==> src/rtl/photonic_switch_sequencer_if.sv <==
// Configuration, run-control and status bundle for the photonic switch sequencer.
// The master side programs the schedule and controls runs; the slave side is the sequencer.
interface photonic_switch_sequencer_if #(
  parameter int CNT_W  = 7,
  parameter int NCH    = 4,
  parameter int ADDR_W = 3
);
  // schedule table programming
  logic              cfg_we;
  logic [ADDR_W-1:0] cfg_addr;
  logic [CNT_W-1:0]  cfg_time;
  logic [NCH-1:0]    cfg_mask;
  // run configuration and control
  logic [ADDR_W:0]   num_steps;
  logic [CNT_W-1:0]  period;
  logic              continuous;
  logic              start;
  logic              stop;
  // sequencer status and switch drive
  logic [NCH-1:0]    sw_out;
  logic [CNT_W-1:0]  cnt;
  logic              step_pulse;
  logic              busy;
  logic              done;
  logic              cfg_err;

  modport master (
    output cfg_we, cfg_addr, cfg_time, cfg_mask,
    output num_steps, period, continuous, start, stop,
    input  sw_out, cnt, step_pulse, busy, done, cfg_err
  );

  modport slave (
    input  cfg_we, cfg_addr, cfg_time, cfg_mask,
    input  num_steps, period, continuous, start, stop,
    output sw_out, cnt, step_pulse, busy, done, cfg_err
  );
endinterface

==> src/rtl/photonic_switch_sequencer.sv <==
// Programmable timing sequencer for the photonic switch bank.
// A period counter runs while in RUN; whenever it equals the time of the current
// schedule entry, that entry's channel mask is driven onto the switch outputs.
module photonic_switch_sequencer #(
  parameter int CNT_W  = 7,
  parameter int NCH    = 4,
  parameter int DEPTH  = 8,
  parameter int ADDR_W = 3
) (
  input logic                     counter_clk,
  input logic                     reset,
  photonic_switch_sequencer_if.slave bus
);

  typedef enum logic [1:0] {
    ST_IDLE = 2'd0,
    ST_RUN  = 2'd1,
    ST_DONE = 2'd2
  } state_t;

  localparam logic [ADDR_W:0] DEPTH_V = (ADDR_W + 1)'(DEPTH);

  state_t state_reg, state_next;

  // schedule table, one {time, mask} register per entry
  logic [CNT_W-1:0] time_mem [DEPTH];
  logic [NCH-1:0]   mask_mem [DEPTH];

  // run state and latched run configuration
  logic [CNT_W-1:0] cnt_reg;
  logic [CNT_W-1:0] period_reg;
  logic [ADDR_W:0]  idx_reg;
  logic [ADDR_W:0]  nsteps_reg;
  logic             cont_reg;
  logic [NCH-1:0]   sw_reg;
  logic             step_reg;
  logic             done_reg;
  logic             err_reg;

  // decoded control for the current cycle
  logic             cfg_phase;
  logic             in_run;
  logic             start_req;
  logic             cfg_ok;
  logic             launch;
  logic             bad_start;
  logic             table_we;
  logic             run_go;
  logic             wrap;
  logic             idx_live;
  logic             sched_end;
  logic             fire;
  logic             skip;
  logic             restart;
  logic             finish;
  logic [CNT_W-1:0] entry_time;
  logic [NCH-1:0]   entry_mask;

  for (genvar gi = 0; gi < DEPTH; gi++) begin : g_entry
    logic [CNT_W+NCH-1:0] entry_reg;

    // Entry storage: written only outside RUN so a live schedule never changes under the counter.
    always_ff @(posedge counter_clk or posedge reset) begin
      if (reset) begin
        entry_reg <= '0;
      end else if (table_we && (bus.cfg_addr == ADDR_W'(gi))) begin
        entry_reg <= {bus.cfg_time, bus.cfg_mask};
      end
    end

    assign time_mem[gi] = entry_reg[CNT_W+NCH-1:NCH];
    assign mask_mem[gi] = entry_reg[NCH-1:0];
  end

  // The step index is one bit wider than the table address so it can hold num_steps itself.
  assign entry_time = time_mem[idx_reg[ADDR_W-1:0]];
  assign entry_mask = mask_mem[idx_reg[ADDR_W-1:0]];

  // Decode this cycle's events; a match always wins over any wrap-time action.
  always_comb begin
    cfg_phase = (state_reg != ST_RUN);
    in_run    = (state_reg == ST_RUN);
    start_req = cfg_phase && bus.start && !bus.stop;
    cfg_ok    = (bus.period != '0) && (bus.num_steps != '0) && (bus.num_steps <= DEPTH_V);
    launch    = start_req && cfg_ok;
    bad_start = start_req && !cfg_ok;
    table_we  = cfg_phase && bus.cfg_we;
    run_go    = in_run && !bus.stop;
    wrap      = (cnt_reg == (period_reg - CNT_W'(1)));
    idx_live  = (idx_reg < nsteps_reg);
    sched_end = (idx_reg == nsteps_reg);
    fire      = run_go && idx_live && (entry_time == cnt_reg);
    skip      = run_go && !fire && wrap && idx_live && (entry_time >= period_reg);
    restart   = run_go && wrap && sched_end && cont_reg;
    finish    = run_go && wrap && sched_end && !cont_reg;
  end

  // State register.
  always_ff @(posedge counter_clk or posedge reset) begin
    if (reset) begin
      state_reg <= ST_IDLE;
    end else begin
      state_reg <= state_next;
    end
  end

  // Next state: DONE accepts configuration and start exactly like IDLE.
  always_comb begin
    state_next = state_reg;
    case (state_reg)
      ST_IDLE, ST_DONE: begin
        if (launch) state_next = ST_RUN;
      end
      ST_RUN: begin
        if (bus.stop)    state_next = ST_IDLE;
        else if (finish) state_next = ST_DONE;
      end
      default: state_next = ST_IDLE;
    endcase
  end

  // Outputs: busy follows the state, everything else comes straight from registers.
  always_comb begin
    bus.busy       = in_run;
    bus.sw_out     = sw_reg;
    bus.cnt        = cnt_reg;
    bus.step_pulse = step_reg;
    bus.done       = done_reg;
    bus.cfg_err    = err_reg;
  end

  // Counter, step index, switch drive, latched configuration and event pulses.
  always_ff @(posedge counter_clk or posedge reset) begin
    if (reset) begin
      cnt_reg    <= '0;
      period_reg <= '0;
      idx_reg    <= '0;
      nsteps_reg <= '0;
      cont_reg   <= 1'b0;
      sw_reg     <= '0;
      step_reg   <= 1'b0;
      done_reg   <= 1'b0;
      err_reg    <= 1'b0;
    end else begin
      step_reg <= fire;
      done_reg <= finish;
      err_reg  <= bad_start || skip || (in_run && bus.cfg_we);

      if (start_req) begin
        period_reg <= bus.period;
        nsteps_reg <= bus.num_steps;
        cont_reg   <= bus.continuous;
      end

      if (launch) begin
        cnt_reg <= '0;
        idx_reg <= '0;
        sw_reg  <= '0;
      end else if (in_run) begin
        if (bus.stop || finish) begin
          cnt_reg <= '0;
          idx_reg <= '0;
          sw_reg  <= '0;
        end else begin
          cnt_reg <= wrap ? '0 : (cnt_reg + CNT_W'(1));
          if (fire) begin
            sw_reg <= entry_mask;
          end
          if (fire || skip) begin
            idx_reg <= idx_reg + (ADDR_W + 1)'(1);
          end else if (restart) begin
            idx_reg <= '0;
          end
        end
      end
    end
  end

endmodule

==> src/flat_wrapper.sv <==
// flat-port wrapper written by rule: the top's interface ports become plain ports
module photonic_switch_sequencer_flat 
#(
  parameter int CNT_W  = 7,
  parameter int NCH    = 4,
  parameter int DEPTH  = 8,
  parameter int ADDR_W = 3
)
  (counter_clk, reset, bus_cfg_we, bus_cfg_addr, bus_cfg_time, bus_cfg_mask, bus_num_steps, bus_period, bus_continuous, bus_start, bus_stop, bus_sw_out, bus_cnt, bus_step_pulse, bus_busy, bus_done, bus_cfg_err);
  photonic_switch_sequencer_if #(.CNT_W(CNT_W), .NCH(NCH), .ADDR_W(ADDR_W)) bus_i ();
  input logic counter_clk;
  input logic reset;
  input wire logic [$bits(bus_i.cfg_we)-1:0] bus_cfg_we;
  input wire logic [$bits(bus_i.cfg_addr)-1:0] bus_cfg_addr;
  input wire logic [$bits(bus_i.cfg_time)-1:0] bus_cfg_time;
  input wire logic [$bits(bus_i.cfg_mask)-1:0] bus_cfg_mask;
  input wire logic [$bits(bus_i.num_steps)-1:0] bus_num_steps;
  input wire logic [$bits(bus_i.period)-1:0] bus_period;
  input wire logic [$bits(bus_i.continuous)-1:0] bus_continuous;
  input wire logic [$bits(bus_i.start)-1:0] bus_start;
  input wire logic [$bits(bus_i.stop)-1:0] bus_stop;
  output wire logic [$bits(bus_i.sw_out)-1:0] bus_sw_out;
  output wire logic [$bits(bus_i.cnt)-1:0] bus_cnt;
  output wire logic [$bits(bus_i.step_pulse)-1:0] bus_step_pulse;
  output wire logic [$bits(bus_i.busy)-1:0] bus_busy;
  output wire logic [$bits(bus_i.done)-1:0] bus_done;
  output wire logic [$bits(bus_i.cfg_err)-1:0] bus_cfg_err;
  assign bus_i.cfg_we = bus_cfg_we;
  assign bus_i.cfg_addr = bus_cfg_addr;
  assign bus_i.cfg_time = bus_cfg_time;
  assign bus_i.cfg_mask = bus_cfg_mask;
  assign bus_i.num_steps = bus_num_steps;
  assign bus_i.period = bus_period;
  assign bus_i.continuous = bus_continuous;
  assign bus_i.start = bus_start;
  assign bus_i.stop = bus_stop;
  assign bus_sw_out = bus_i.sw_out;
  assign bus_cnt = bus_i.cnt;
  assign bus_step_pulse = bus_i.step_pulse;
  assign bus_busy = bus_i.busy;
  assign bus_done = bus_i.done;
  assign bus_cfg_err = bus_i.cfg_err;
  photonic_switch_sequencer #(.CNT_W(CNT_W), .NCH(NCH), .DEPTH(DEPTH), .ADDR_W(ADDR_W)) u_core (.counter_clk(counter_clk), .reset(reset), .bus(bus_i));
endmodule
==> config.mk <==
export PLATFORM = sky130hd
export DESIGN_NAME = photonic_switch_sequencer_flat
export DESIGN_NICKNAME = d
export VERILOG_FILES = /design/src/rtl/photonic_switch_sequencer_if.sv /design/src/rtl/photonic_switch_sequencer.sv /design/src/flat_wrapper.sv
export SDC_FILE = /design/constraint.sdc
export NUM_CORES = 1
export LEC_CHECK = 0
export CAP_MARGIN = 0
export CORE_MARGIN = 2
export CORE_UTILIZATION = 57
export DETAILED_ROUTE_END_ITERATION = 7
export GPL_TIMING_DRIVEN = 1
export PLACE_DENSITY = 0.77
export SYNTH_ARGS = -nofsm -noshare
export SYNTH_HDL_FRONTEND = slang
export SYNTH_SLANG_ARGS = --single-unit
export TNS_END_PERCENT = 1
==> constraint.sdc <==
create_clock -name counter_clk -period 4.8 [get_ports counter_clk]
set_input_delay 0.72 -clock counter_clk [delete_from_list [all_inputs] [get_ports counter_clk]]
set_output_delay 0.72 -clock counter_clk [all_outputs]
set_load 0.01 [all_outputs]
## After elaboration in Yosys (flattened, before gate mapping)

Index checks and enable logic that the tools add are counted.

| cells by class | value |
|---|---|
| magnitude comparators | 4 |
| shift-type cells | 0 |
| $add $sub $neg | 3 |
| div/mod/pow operators | 0 |
| equal/unequal tests | 15 |
| mux-type cells | 23 |
| reduce and logical (&&, ||, !) cells | 46 |
| bitwise operators | 1 |
| multiply operators | 0 |

Operators by type and width:

| operator | count |
|---|---|
| $mux W4 | 11 |
| $mux W7 | 6 |
| $logic_and A1 B1 Y1 | 27 |
| $bmux W7 S3 | 1 |
| $eq A7 B7 Y1 | 2 |
| $bmux W4 S3 | 1 |
| $eq A3 B3 Y1 const B | 4 |
| $reduce_bool A4 Y1 | 2 |
| $add A7 B1 Y7 const B | 1 |
| $ge A7 B7 Y1 | 1 |
| $reduce_bool A7 Y1 | 1 |
| $sub A7 B1 Y7 const B | 1 |
| $eq A3 B2 Y1 const B | 2 |
| $mux W2 | 3 |
| $reduce_and A2 Y1 | 3 |
| $add A4 B1 Y4 const B | 1 |
| $eq A4 B4 Y1 | 1 |
| $ge A4 B4 Y1 const B | 1 |
| $le A4 B4 Y1 const B | 1 |
| $logic_not A1 Y1 | 4 |
| $logic_or A1 B1 Y1 | 4 |
| $lt A4 B4 Y1 | 1 |
| $ne A2 B1 Y1 const B | 2 |
| $not A3 Y4 | 1 |
| 10 further kinds | 10 |

| storage, ports and cells | value |
|---|---|
| register bits after elaboration | 120 |
| ROM bits | 0 |
| bits in latches | 0 |
| memories kept | 0 |
| memory bits (writable) | 0 |
| input bits | 31 |

## Longest topological paths before layout

| logic depth | value |
|---|---|
| depth after elaboration | 16 |
| gate-level depth with buffers | 14 |
| gate-level depth less buffers | 12 |

## Worst setup path before layout

Ideal clock, no wire load.

| timing path | value |
|---|---|
| kind | register -> register |
| start point | reg u_core.idx_reg[2] |
| end point | reg u_core.idx_reg[2] |
| period minus slack after synthesis | 3.102 ns |
| setup slack | 1.698 ns |
| data required time | 4.674 ns |
| stages on the path, launching flop included | 14 |
| data arrival time | 2.976 ns |
| path through | dfrtp_1 -> buf_2 -> buf_2 -> mux4_2 -> mux2i_1 -> inv_1 -> ha_1 -> nand2_1 -> o21ai_0 -> a31oi_1 -> o21ai_0 -> nand3_1 -> a41o_1 -> a221o_1 |

| on the way | value |
|---|---|
| word-level cells in the longest chain between the ends | 16 |
| elaborated cells between the ends (all ways) | 27 |
| classes of those cells | add/sub (1); order compare (2); eq/ne (2); mux (7); bitwise (1); reduce/logical (14) |

Ends and longest elaborated chain:

| item | line | text |
|---|---|---|
| start, declared | photonic_switch_sequencer.sv:32 | `logic [ADDR_W:0] idx_reg;` |
| start signal, assigned | photonic_switch_sequencer.sv:170 | `idx_reg <= idx_reg + (ADDR_W + 1)'(1);` |
| $not A3 Y4 (implied by the code) | photonic_switch_sequencer.sv:76 | `assign entry_time = time_mem[idx_reg[ADDR_W-1:0]];` |
| $bmux W7 S3 | photonic_switch_sequencer.sv:76 |  |
| $mux W7 (implied by the code) (2 in a row) | photonic_switch_sequencer.sv:76 |  |
| $eq A7 B7 Y1 | photonic_switch_sequencer.sv:92 | `fire = run_go && idx_live && (entry_time == cnt_reg);` |
| $logic_and A1 B1 Y1 | photonic_switch_sequencer.sv:92 |  |
| $logic_not A1 Y1 | photonic_switch_sequencer.sv:93 | `skip = run_go && !fire && wrap && idx_live && (entry_time >= period_reg);` |
| $logic_and A1 B1 Y1 (4 in a row) | photonic_switch_sequencer.sv:93 |  |
| $logic_or A1 B1 Y1 | photonic_switch_sequencer.sv:169 | `if (fire \|\| skip) begin` |
| $mux W4 | photonic_switch_sequencer.sv:169 |  |
| $mux W4 | photonic_switch_sequencer.sv:160 | `if (bus.stop \|\| finish) begin` |
| $mux W4 | photonic_switch_sequencer.sv:159 | `end else if (in_run) begin` |
| $mux W4 | photonic_switch_sequencer.sv:155 | `if (launch) begin` |

Several ways; a longest one is shown, not always the timed one. The select of a mux whose other input is x is not followed.
A chain may end at the register's enable or synchronous reset.

## Worst setup path after layout

Ends and elaborated chain as after synthesis.

==> flow_summary.toml <==
[outcome]
outcome = "completed"

[cells_and_area]
largest_reg_flops = 88
fin_area_um2 = 7200
layout-drive-gt1-share_pct = 28.7
layout.cells.non_filler = 680
diodes = 0
fill_cells = 693
finalNetCount = 578
postLayoutCoreUtil_pct = 69.8
syn2layout_area_growth_pct = 18.6

[clock_network]
cts_setup_buffers = 0
numCtsBuffers = 17
cts_num_sinks = 120
cts_tree = "done"
h-tree-depth = 4
postCtsHoldBufs = 0
cts_buffer_depth = 2
clk_pin_slew_ps = 50
ctsResizeCount = 0
clk_latency_ps = 520
clockRootBuffer = "clkbuf_8"

[critical_path]
worstPathArrival_ps = 4070
critPathLaunchType = "flip-flop"
r2r-start = "u_core.idx_reg[2]$_DFFE_PP0P_"
worstPathMaxFanout = 18
worstSetupStartpoint = "u_core.idx_reg[2]$_DFFE_PP0P_"
crit_path_end_kind = "flip-flop"
cp_data_required_time_ps = 5200
crit_type = "flip-flop to flip-flop"

[logic_synthesis]
synth_seq_area_share_pct = 49.5
synth_compound_area_share_pct = 8.12
ys_ff_latch = 120
synthesis.nets = 532
synthTopCellsByArea = "dfrtp_1, mux2_2, mux4_2, mux2i_1, ha_1"
synth_ff_type = "dfrtp_1"
synth-xor-area-share_pct = 1.96
synth_cell_type_count = 55
synth-simple-area-share_pct = 8.63
synthMuxAreaShare_pct = 25.8
yosys.area.top_type_share_pct = 49.5
synth_edf_count = 0
synth_warnings = 0
postSynthAreaPerCell_um2 = 12.5
synthAdderAreaFrac_pct = 2.88
ys_async_sr_fraction_pct = 100
synth_cells = 487
synth_top_family_by_area = "multiplexers"
syn_area_um2 = 6070
yosysTopAreaCell = "dfrtp_1"

[floorplan]
die_h_um = 107
die_w_um = 107
dieArea_um2 = 11500
rows = 37
core_area_um2 = 10300
io_pins = 46
start_util_pct = 58.8

[job]
drv_cap = 0

[detailed_routing]
firstDrtPassIters = 4
ant_nets = 0
drc_errors = 0
drtIter0Drc = 275
wire_per_inst_um = 20.5
vias = 4169
via_per_inst = 6.13
drt-total-wl_mm = 14.0

[global_route]
grt.total_usage_pct = 26.5
antenna_found_initial = 0
grt_first_pass_wirelength_mm = 22.8
grt_pass1_vias = 4390
overflow = 0
grt_max_degree = 87

[timing]
final_max_slew_viol_count = 0
finalHoldViolations = 0
clock-skew-final_ps = 5.23
hold_slack_ps = 479
relSlewSlack_pct = 28.6
final.period_utilization_pct = 76.6
setup_violations = 0
rsz0062_at_grt = "false"
fin_crit_ps = 3680
worst_slew_pin_slew_ps = 1070
tns_ps = 0
fmax_ghz = 0.272

[placed_design]
place_inst = 650
port_buffers = 45
dpl_cell_area_um2 = 6620
dp_hpwl_mm = 9.33
gp_congestion = 0.907

[power_and_ir_drop]
switching_share_pct = 26.0
switchingPower_mw = 0.861
p_clk_share_pct = 37.6
p_per_area_nw_per_um2 = 461
p_int_mw = 2.46
leakage_nw = 3.08
worst_ir_drop_vdd_mv = 0.206
seq_power_share_pct = 41.9
comb_power_share_pct = 20.5

[min_path]
holdCritPathClass = "flip-flop to flip-flop"
holdCritStartpoint = "u_core.state_reg[0]$_DFFE_PP0P_"
## through the flow
stage / power [mW] / worst slack [ps]
floorplan: 1.86 / 894
global placement: 2.03 / 1280
detailed placement: 2.08 / 1170
CTS: 3.34 / 1160
global route: 3.48 / 749
finish: 3.32 / 1120
## critical path: stages (launching register included)
cell	delay [ps]
dfrtp_1	820
buf_4	410
mux4_2	340
mux2i_1	230
inv_1	80
ha_1	300
nand2_1	50
o21ai_0	160
a31oi_1	110
o21ai_0	160
nand3_1	180
a41o_1	350
a221o_1	370
## final cells by class
class                           instances  area, um^2  area share [%]
Sequential cell                       120        3000            41.7
Multi-Input combinational cell        323        2880            40.0
Timing Repair Buffer                   49         480            6.67
Clock buffer                           22         463            6.43
Tap cell                              136         170            2.36
Clock inverter                          8         121            1.68
Inverter                               22        85.1            1.18
## cell usage after synthesis (3+ instances only)
cell,instances
and3_1,6
nor2_1,13
nand3_1,6
a21oi_1,13
dfrtp_1,120
nor4_1,3
a22o_1,6
xnor2_1,7
and2_1,3
mux2i_1,18
o21ai_0,21
nor2b_1,8
nand4_1,4
inv_1,22
xor2_1,4
mux4_2,14
buf_2,3
clkbuf_1,14
a211oi_1,3
a22oi_1,4
ha_1,14
nand2_1,33
mux2_2,95
nor3_1,10
buf_6,3
## final timing paths
path / endpoint / slack [ps] / cells after the start
min in group asynchronous: u_core.period_reg[1]$_DFFE_PP0P_ / 820 / 2
setup reg to reg: u_core.idx_reg[2]$_DFFE_PP0P_ / 1120 / 12
hold reg to reg: u_core.state_reg[0]$_DFFE_PP0P_ / 480 / 1
setup / recovery: u_core.idx_reg[2]$_DFFE_PP0P_ / 1120 / 12
max in group asynchronous: u_core.g_entry[2].entry_reg[6]$_DFFE_PP0P_ / 3090 / 3
hold / removal: u_core.state_reg[0]$_DFFE_PP0P_ / 480 / 1
## per-layer routing
metal	track usage [%]	vias to the layer above	part of all wire [%]
met5	0	-	0
met1	33.2	2140	42
met2	44.9	133	50
met4	10.8	0	2.7
li1	-	1864	-
met3	5.53	32	5.6
## cells by family (layout without fill, tap and decap cells)
| group | Yosys count | count (layout) |
|---|---|---|
| xor gates and xnor gates | 12 | 12 |
| muxes | 127 | 127 |
| adders and majority gates | 14 | 14 |
| buffers and inverters | 44 | 101 |
| DFF | 120 | 120 |
| AOI/OAI and AO/OA | 68 | 68 |
| and+or+nand+nor | 102 | 102 |
## layout by cell type (no fill, tap or decap), types with 10 or more instances in the layout
cell type and n:
dfrtp_1 120, mux2_2 95, clkdlybuf4s50_1 45, nand2_1 33, inv_1 21, o21ai_0 21
mux2i_1 18, clkbuf_16 16, mux4_2 14, ha_1 14, nor2_1 13, a21oi_1 13
nor3_1 10
## power by group through the flow
stage | Sequential (mW) | Clock [mW] | Combinational (mW)
floorplan | 1.36 | 0 | 0.500
global placement | 1.38 | 0 | 0.647
detailed placement | 1.40 | 0 | 0.676
CTS | 1.39 | 1.26 | 0.685
global route | 1.42 | 1.31 | 0.750
finish | 1.39 | 1.25 | 0.681
No activity file was read; power rests on OpenSTA's default activity.
